$ cat config.mk
export PLATFORM = sky130hd
export DESIGN_NAME = envelope_generator
export DESIGN_NICKNAME = d
export VERILOG_FILES = /design/src/rtl/envelope_pkg.sv /design/src/rtl/edge_detector.sv /design/src/rtl/envelope_generator.sv
export SDC_FILE = /design/constraint.sdc
export NUM_CORES = 1
export LEC_CHECK = 0
export BUFFER_PORTS_ARGS = -buffer_cell sky130_fd_sc_hd__buf_2
export CAP_MARGIN = 10
export CORE_MARGIN = 4
export CORE_UTILIZATION = 53
export DETAILED_ROUTE_END_ITERATION = 10
export GPL_TIMING_DRIVEN = 0
export PLACE_DENSITY_LB_ADDON = 0.25
export SYNTH_ARGS = -nofsm -noshare
export SYNTH_HDL_FRONTEND = slang
export SYNTH_SLANG_ARGS = --single-unit
$ cat constraint.sdc
create_clock -name i_clk -period 4.55 [get_ports i_clk]
set_input_delay 0.91 -clock i_clk [delete_from_list [all_inputs] [get_ports i_clk]]
set_output_delay 0.91 -clock i_clk [all_outputs]
set_load 0.05 [all_outputs]
$ cat src/rtl/envelope_pkg.sv
// rtl/envelope_pkg.sv - shared ADSR state encoding, default peak level and saturating step helper
package envelope_pkg;

   typedef enum logic [2:0] {
      ST_IDLE    = 3'd0,
      ST_ATTACK  = 3'd1,
      ST_DECAY   = 3'd2,
      ST_SUSTAIN = 3'd3,
      ST_RELEASE = 3'd4
   } env_state_e;

   localparam int ENV_MAX_LEVEL = 256;

   // Working width for level arithmetic; wide enough that level + step never wraps
   // for any envelope width up to ENV_CALC_W-1 bits.
   localparam int ENV_CALC_W = 16;

   // Move level by step toward bound, stopping exactly at bound.
   // up=1: min(level + step, bound); up=0: max(level - step, bound).
   function automatic logic [ENV_CALC_W-1:0] sat_step(
      input logic [ENV_CALC_W-1:0] level,
      input logic [ENV_CALC_W-1:0] step,
      input logic [ENV_CALC_W-1:0] bound,
      input logic                  up
   );
      if (up) begin
         return ((level + step) >= bound) ? bound : (level + step);
      end
      return (level >= (bound + step)) ? (level - step) : bound;
   endfunction

endpackage

$ cat src/rtl/edge_detector.sv
// rtl/edge_detector.sv - registered-history rise/fall detector for a level signal
module edge_detector (
   input  logic clk_i,
   input  logic reset_i,
   input  logic sig_i,
   output logic rise_o,
   output logic fall_o
);

   logic prev_q;
   logic armed_q;

   // Track the previous sample; arm rise detection only after the signal has been seen low,
   // so a level already high when reset releases does not count as a rising edge.
   always_ff @(posedge clk_i) begin
      if (reset_i) begin
         prev_q  <= 1'b0;
         armed_q <= 1'b0;
      end else begin
         prev_q <= sig_i;
         if (!sig_i) begin
            armed_q <= 1'b1;
         end
      end
   end

   assign rise_o = sig_i & ~prev_q & armed_q;
   assign fall_o = ~sig_i & prev_q;

endmodule

$ cat src/rtl/envelope_generator.sv
// rtl/envelope_generator.sv - per-channel ADSR envelope FSM; ENVELOPE_RETRIGGER_EN enables re-attack on re-press
module envelope_generator
   import envelope_pkg::*;
#(
   parameter int WIDTH     = 9,
   parameter int MAX_LEVEL = ENV_MAX_LEVEL
) (
   input  logic             i_clk,
   input  logic             i_reset,
   input  logic             i_tick,
   input  logic             i_gate,
   input  logic [7:0]       i_attack_step,
   input  logic [7:0]       i_decay_step,
   input  logic [WIDTH-1:0] i_sustain,
   input  logic [7:0]       i_release_step,
   output logic [WIDTH-1:0] o_envelope,
   output logic             o_active,
   output logic             o_done
);

   localparam int CW = ENV_CALC_W;
   localparam logic [CW-1:0] MAX_C = CW'(MAX_LEVEL);

   env_state_e       state_q, state_d;
   logic [WIDTH-1:0] level_q, level_d;
   logic             active_q;
   logic             done_q, done_d;
   logic             gate_rise, gate_fall;

   logic [CW-1:0] level_c;
   logic [CW-1:0] sustain_c;
   logic [CW-1:0] nxt;

   edge_detector u_gate_edge (
      .clk_i   (i_clk),
      .reset_i (i_reset),
      .sig_i   (i_gate),
      .rise_o  (gate_rise),
      .fall_o  (gate_fall)
   );

   assign level_c   = CW'(level_q);
   assign sustain_c = (CW'(i_sustain) > MAX_C) ? MAX_C : CW'(i_sustain);

   // Next state and level: gate edges take priority over a coincident tick.
   always_comb begin
      state_d = state_q;
      level_d = level_q;
      done_d  = 1'b0;
      nxt     = level_c;
      unique case (state_q)
         ST_IDLE: begin
            level_d = '0;
            if (gate_rise) begin
               state_d = ST_ATTACK;
            end
         end
         ST_ATTACK: begin
            if (gate_fall) begin
               state_d = ST_RELEASE;
            end else if (i_tick) begin
               nxt = (i_attack_step == 8'd0) ? MAX_C
                   : sat_step(level_c, CW'(i_attack_step), MAX_C, 1'b1);
               level_d = WIDTH'(nxt);
               if (nxt == MAX_C) begin
                  state_d = ST_DECAY;
               end
            end
         end
         ST_DECAY: begin
            if (gate_fall) begin
               state_d = ST_RELEASE;
`ifdef ENVELOPE_RETRIGGER_EN
            end else if (gate_rise) begin
               state_d = ST_ATTACK;
`endif
            end else if (i_tick) begin
               nxt = (i_decay_step == 8'd0 || level_c <= sustain_c) ? sustain_c
                   : sat_step(level_c, CW'(i_decay_step), sustain_c, 1'b0);
               level_d = WIDTH'(nxt);
               if (nxt == sustain_c) begin
                  state_d = ST_SUSTAIN;
               end
            end
         end
         ST_SUSTAIN: begin
            if (gate_fall) begin
               state_d = ST_RELEASE;
`ifdef ENVELOPE_RETRIGGER_EN
            end else if (gate_rise) begin
               state_d = ST_ATTACK;
`endif
            end else if (i_tick) begin
               level_d = WIDTH'(sustain_c);
            end
         end
         ST_RELEASE: begin
`ifdef ENVELOPE_RETRIGGER_EN
            if (gate_rise) begin
               state_d = ST_ATTACK;
            end else
`endif
            if (i_tick) begin
               nxt = (i_release_step == 8'd0) ? '0
                   : sat_step(level_c, CW'(i_release_step), '0, 1'b0);
               level_d = WIDTH'(nxt);
               if (nxt == '0) begin
                  state_d = ST_IDLE;
                  done_d  = 1'b1;
               end
            end
         end
         default: begin
            state_d = ST_IDLE;
            level_d = '0;
         end
      endcase
   end

   // State, level and registered status flags.
   always_ff @(posedge i_clk) begin
      if (i_reset) begin
         state_q  <= ST_IDLE;
         level_q  <= '0;
         active_q <= 1'b0;
         done_q   <= 1'b0;
      end else begin
         state_q  <= state_d;
         level_q  <= level_d;
         active_q <= (state_d != ST_IDLE);
         done_q   <= done_d;
      end
   end

   assign o_envelope = level_q;
   assign o_active   = active_q;
   assign o_done     = done_q;

endmodule

### Word-level counts from Yosys, hierarchy flattened

Cells that the tools add are included.

| storage, ports and cells | value |
|---|---|
| register bits | 16 |
| word-level logic and storage cells | 82 |
| bits of input ports | 37 |

| operators by class | value |
|---|---|
| order comparisons | 6 |
| equality and inequality tests | 13 |
| $add $sub $neg | 6 |
| bitwise gates (word level) | 7 |
| muxes and demuxes | 35 |
| reduce and logical (&&, ||, !) cells | 9 |

Operator list:

| operator | count |
|---|---|
| $mux 16 | 10 |
| $mux 9 | 8 |
| $pmux 9 s4 | 1 |
| $mux 3 | 10 |
| $sub 9x8->10 | 3 |
| $logic_not 8->1 | 3 |
| $add 9x8->10 | 2 |
| $ge 9x10->1 | 2 |
| $eq 16x9->1 | 1 |
| $eq 16x9->1 const B | 1 |
| $ge 16x9->1 const B | 1 |
| $logic_not 16->1 | 1 |
| $pmux 3 s5 | 1 |
| $ne 2x2->1 const B | 7 |
| $add 9x8->10 const A | 1 |
| $mux 10 | 1 |
| $ge 9x8->1 | 1 |
| $gt 9x9->1 const B | 1 |
| $le 9x9->1 | 1 |
| $reduce_and 7->1 | 1 |
| $eq 3x2->1 const B | 2 |
| $mux 1 | 4 |
| $not 1->1 | 4 |
| $and 1x1->1 | 3 |
| 6 further kinds | 6 |

### Longest topological paths before layout

| depth | value |
|---|---|
| word-level depth | 15 |
| depth in mapped cells | 19 |
| mapped depth without buffers | 18 |

### Hierarchy

A second synthesis with hierarchy kept.

| unflattened totals | value |
|---|---|
| cells, all modules | 441 |
| area, all modules | 3404.5 um2 |

By module, submodules not included:

| module | cells an instance | instances | area an instance (um2) |
|---|---|---|---|
| envelope_generator | 433 | 1 | 3333.2 |
| edge_detector | 8 | 1 | 71.3 |

### Worst setup path after synthesis

Ideal clock, no wire load.

| timing | value |
|---|---|
| path kind | input -> register |
| start | input port i_sustain[8] |
| end | register level_q[5] (netlist: o_envelope[5]) |
| setup slack | 0.114 ns |
| setup time | 0.095 ns |
| data arrival time | 4.341 ns |
| stages | 19 |
| path through | buf_2 inv_2 nand2_1 inv_1 ha_1 fa_1 a21o_1 a21oi_1 o21ai_0 a21oi_1 o21bai_1 a21oi_1 xnor2_1 ha_1 o21ai_0 o21bai_1 nand2_2 mux2_1 a221oi_1 |

| between the ends | value |
|---|---|
| longest elaborated chain between the ends | 9 |
| elaborated cells between the ends (all ways) | 13 |
| those cells by class | add/sub (1); order compare (3); mux (8); reduce/logical (1) |

Ends and longest elaborated chain:

| what | RTL line | RTL |
|---|---|---|
| start, declared | envelope_generator.sv:14 | `input logic [WIDTH-1:0] i_sustain,` |
| $gt 9x9->1 | envelope_generator.sv:43 | `assign sustain_c = (CW'(i_sustain) > MAX_C) ? MAX_C : CW'(i_sustain);` |
| $mux 9 * | envelope_generator.sv:43 |  |
| $add 9x8->10 | envelope_pkg.sv:29 | `return (level >= (bound + step)) ? (level - step) : bound;` |
| $ge 9x10->1 | envelope_pkg.sv:29 |  |
| $mux 16 | envelope_pkg.sv:29 |  |
| $mux 16 | envelope_generator.sv:78 | `nxt = (i_decay_step == 8'd0 \|\| level_c <= sustain_c) ? sustain_c` |
| $mux 9 | envelope_generator.sv:77 | `end else if (i_tick) begin` |
| $mux 9 | envelope_generator.sv:71 | `if (gate_fall) begin` |
| $pmux 9 s4 * | envelope_generator.sv:51 | `unique case (state_q)` |
| end signal, assigned | envelope_generator.sv:129 | `level_q <= level_d;` |
| end, declared | envelope_generator.sv:25 | `logic [WIDTH-1:0] level_q, level_d;` |

Every way passes the cells marked *; elsewhere a longest branch is shown, timed or not. The select of a mux whose other input is x is not followed.
A chain may end at the register's enable or synchronous reset.

### Final worst setup path

Same ends and word-level chain as after synthesis.

==> qor.csv <==
stage,metric,value,unit
sta,worst slew pin tran,0.714,ns
global_routing,largest net degree at the start of global routing,11,
sta,min Tclk post-route,4.31,ns
synthesis,main combinational cell family by area after synthesis,compound AO/OA/AOI/OAI gates,
clocking,CTS HTree Levels,1,
final_layout,fraction of layout instances using a drive strength above 1,15.2,%
pwr,Clk network pwr share,26.6,%
drt,Via Count,3482,
synthesis,Netlist cell types,64,
drt,drt first-iter violations,351,
synthesis,Synth Instances,429,
drt,average wire per standard cell,17.2,microns
clocking,TritonCTS buffer count,3,
placement,Place WS,-0.446,ns
synthesis,synthesis warning total,0,
worst_setup_path,Slowest cell on crit path,mux2_1,
drt,first-pass iteration count of the detailed router,5,
drt,Avg Vias per Cell,6.27,
pwr,leakage power,1.66,nW
synthesis,Post-synth EDFFs,0,
pwr,Design Power,486,uW
worst_setup_path,CP max stage delay,0.35,ns
sta,Clock Skews,0.00519,ns
sta,Final Worst Setup Slack,0.236,ns
worst_setup_path,crit path capture type,register,
pwr,Net Switching,179,uW
synthesis,Post-synth top cells,"ha_1 (49), inv_1 (39), nand2_1 (39)",
final_layout,Seq. cell area,320,sq um
placement,HPWL Detailed,7540,microns
synthesis,"area leader, netlist",ha_1,
pwr,Max VDD drop,0.0920,mV
synthesis,Post-Synth Simple-Gate Area,21.0,%
worst_setup_path,crit path max fanout,9,
worst_setup_path,CP cell instances,clkbuf_4 > inv_4 > nand2_1 > inv_1 > ha_1 > o21a_1 > a21oi_1 > a21oi_1 > a21oi_1 > o21bai_1 > xnor2_1 > ha_1 > a211oi_1 > o21ai_0 > a41oi_2 > o21bai_2 > nand2_2 > mux2_1 > a221oi_1,
final_layout,Antenna Cells,0,
floorplan,Site Rows,28,
placement,global placer's final weighted congestion,0.863,
sta,endpoints failing setup,0,
final_layout,Filler Cell Count,559,
final_layout,Layout area overhead,13.1,%
worst_setup_path,CP Data Arrival Time,4.48,ns
run_status,status,"complete, no violations",
synthesis,synthesized cell area,3210,sq um
final_layout,nets@finish,571,
worst_setup_path,Crit Path Class,in -> reg,
floorplan,die area,7370,sq um
synthesis,sequential-to-total area share from yosys stat,9.97,%
clocking,clk_lat worst skew,0.26,ns
worst_setup_path,CP Launch Type,input pin,
job,MaxCap Viol Count,0,
floorplan,core area,5890,sq um
pwr,Flop pwr share,29.7,%
sta,normalized max-slew margin,52.1,%
synthesis,Synth top area share,19.1,%
synthesis,"count leader, synth",ha_1,
clocking,CTS tree,built,
floorplan,# IOs,48,
sta,period utilisation layout,94.8,%
synthesis,Adder-Cell Fraction of Synth Area,21.6,%
synthesis,"flops & latches, synth",16,
clocking,cts hold-fix bufs,0,
global_routing,initial antenna violation count,0,
floorplan,Starting Density,54.6,%
synthesis,Avg Synthesized Cell Area,7.49,sq um
sta,Final Hold Viols,0,
sta,Max Freq,232,MHz
synthesis,post-synthesis xor/xnor area fraction,9.54,%
worst_setup_path,Worst Path Buf+Inv,3,
global_routing,total track usage,25.9,%
synthesis,dominant synthesized flop cell,dfxtp_1,
synthesis,Synth area leaders,"ha_1 (19%), dfxtp_1 (10%), xnor2_1 (7.4%), a21oi_1 (5.9%), inv_1 (4.6%)",
clocking,root buffer cell,clkbuf_8,
synthesis,mux share of post-synthesis cell area,1.29,%
synthesis,Syn Nets,519,
clocking,deepest clock path buffer count,2,
placement,Port-buffer cells,44,
drt,ANT nets after route,0,
pwr,Cell Int Power,308,uW
drt,DRC,0,
pwr,Logic pwr share,43.7,%
pwr,Sw Share,36.7,%
clocking,clk slew on worst S/H paths,0.07,ns
global_routing,GRT Residual Overflow,0,
drt,final wirelength,9550,microns
global_routing,vias in the first global route,3322,
hold_path,Hold Crit Class,reg -> reg,
global_routing,first-pass GRT wire length,15400,microns
sta,Slew Limit Fails,0,
worst_setup_path,family with the most delay on the worst path,compound AO/OA/AOI/OAI gates,
floorplan,Die Wd,85.8,microns
worst_setup_path,CP most frequent cell,a21oi_1,
clocking,Clock Sinks,16,
synthesis,"Async S/R FF share, synth",0,%
worst_setup_path,Worst EP required,4.72,ns
synthesis,post-synthesis compound-gate area fraction,30.5,%
pwr,pwr/cell area,134,nW/um^2
final_layout,multi-input logic area,2720,sq um
floorplan,die height,85.8,microns
final_layout,fin util,61.7,%
-- worst paths after layout --
check        slack (ns)                              from  depth (start not counted)                          endpoint
max                0.24                      i_sustain[8]                         19        o_envelope[5]$_SDFFE_PP0P_
min reg2reg        0.45  u_gate_edge.armed_q$_SDFFE_PP0N_                          2  u_gate_edge.armed_q$_SDFFE_PP0N_
max reg2reg        1.37        o_envelope[0]$_SDFFE_PP0P_                         11               o_active$_SDFF_PP0_
min                0.45  u_gate_edge.armed_q$_SDFFE_PP0N_                          2  u_gate_edge.armed_q$_SDFFE_PP0N_
-- registers in the layout, summed over array words and instances, names as in the netlist --
register	flops
o_active	1
o_done	1
o_envelope	9
state_q	3
u_gate_edge.armed_q	1
u_gate_edge.prev_q	1
-- stage by stage --
step | setup TNS [ns] | instance area, sq um | hold slack [ns] | cells
6_report | 0 | 3630 | 0.455 | 555
5_1_grt | -0.0888 | 3630 | 0.487 | 555
4_1_cts | 0 | 3600 | 0.461 | 554
3_5_place_dp | -1.74 | 3530 | 0.451 | 548
3_3_place_gp | -1.17 | 3530 | 0.440 | 548
2_1_floorplan | 0 | 3210 | 0.426 | 429
-- worst reg2reg max path, stage by stage, from the launching register on --
cell	delay [ns]
dfxtp_1	0.35
inv_1	0.19
ha_1	0.26
inv_1	0.08
fa_1	0.43
a21o_1	0.20
a21oi_1	0.39
mux2i_1	0.24
o211ai_1	0.18
nor4_4	0.25
o22ai_2	0.14
or3b_1	0.35
-- what timing repair did --
item                       CTS  global route
setup buffers                2             1
gates cloned                 0             0
gates resized for setup      1             8
setup endpoints to repair    1             9
pin swaps                    1             2
-- cells by family after synthesis --
family | count (synthesis)
adders and majority gates | 53
AOI/OAI and AO/OA | 143
and+or+nand+nor | 126
xor gates and xnor gates | 35
DFF | 16
buffers and inverters | 52
muxes | 4
-- power groups by stage --
stage / combinational, mW / clock (mW) / sequential, mW
after global placement: 0.196 / 0 / 0.148
after detailed placement: 0.203 / 0 / 0.148
after CTS: 0.205 / 0.131 / 0.145
final: 0.213 / 0.129 / 0.145
after floorplan: 0.142 / 0 / 0.150
after global routing: 0.236 / 0.135 / 0.145
-- per-layer routing --
metal / GRT usage, % / up-vias / share of wire (%)
met1: 32.2 / 1587 / 42
met3: 2.59 / 39 / 8.0
met2: 45.1 / 157 / 46
li1: - / 1699 / -
met4: 11.7 / 0 / 4.3
met5: 0 / - / 0
-- final cells by class --
type                    instances  share of cell area, %
repair buffers                 47                   6.69
flip-flops and latches         16                   8.82
inverters                      40                   4.20
well taps                      75                   2.58
multi-input cells             361                   74.8
clock buffers                   4                   1.52
plain buffers                  12                   1.38
-- placed cells by master (no fill, tap or decap), types with 3 or more instances in the layout --
cell type / count
xnor2_1: 27
o21a_1: 8
nand4_1: 4
nor2_1: 21
fa_1: 4
clkbuf_8: 4
mux2i_1: 3
nor4_1: 6
nand2_2: 3
buf_2: 45
nand2b_1: 4
buf_4: 3
a31oi_1: 3
o2bb2ai_1: 4
a21oi_1: 37
xor2_1: 8
a221oi_1: 13
nand3_1: 11
o21ai_0: 27
a21o_1: 5
clkbuf_1: 10
nand2_1: 37
o21bai_1: 4
ha_1: 49
dfxtp_1: 16
o22ai_1: 3
o211ai_1: 5
a211oi_1: 8
inv_1: 39
nor3_1: 11
nor2b_1: 9
Note: power is estimated with default switching activity, not from simulation.
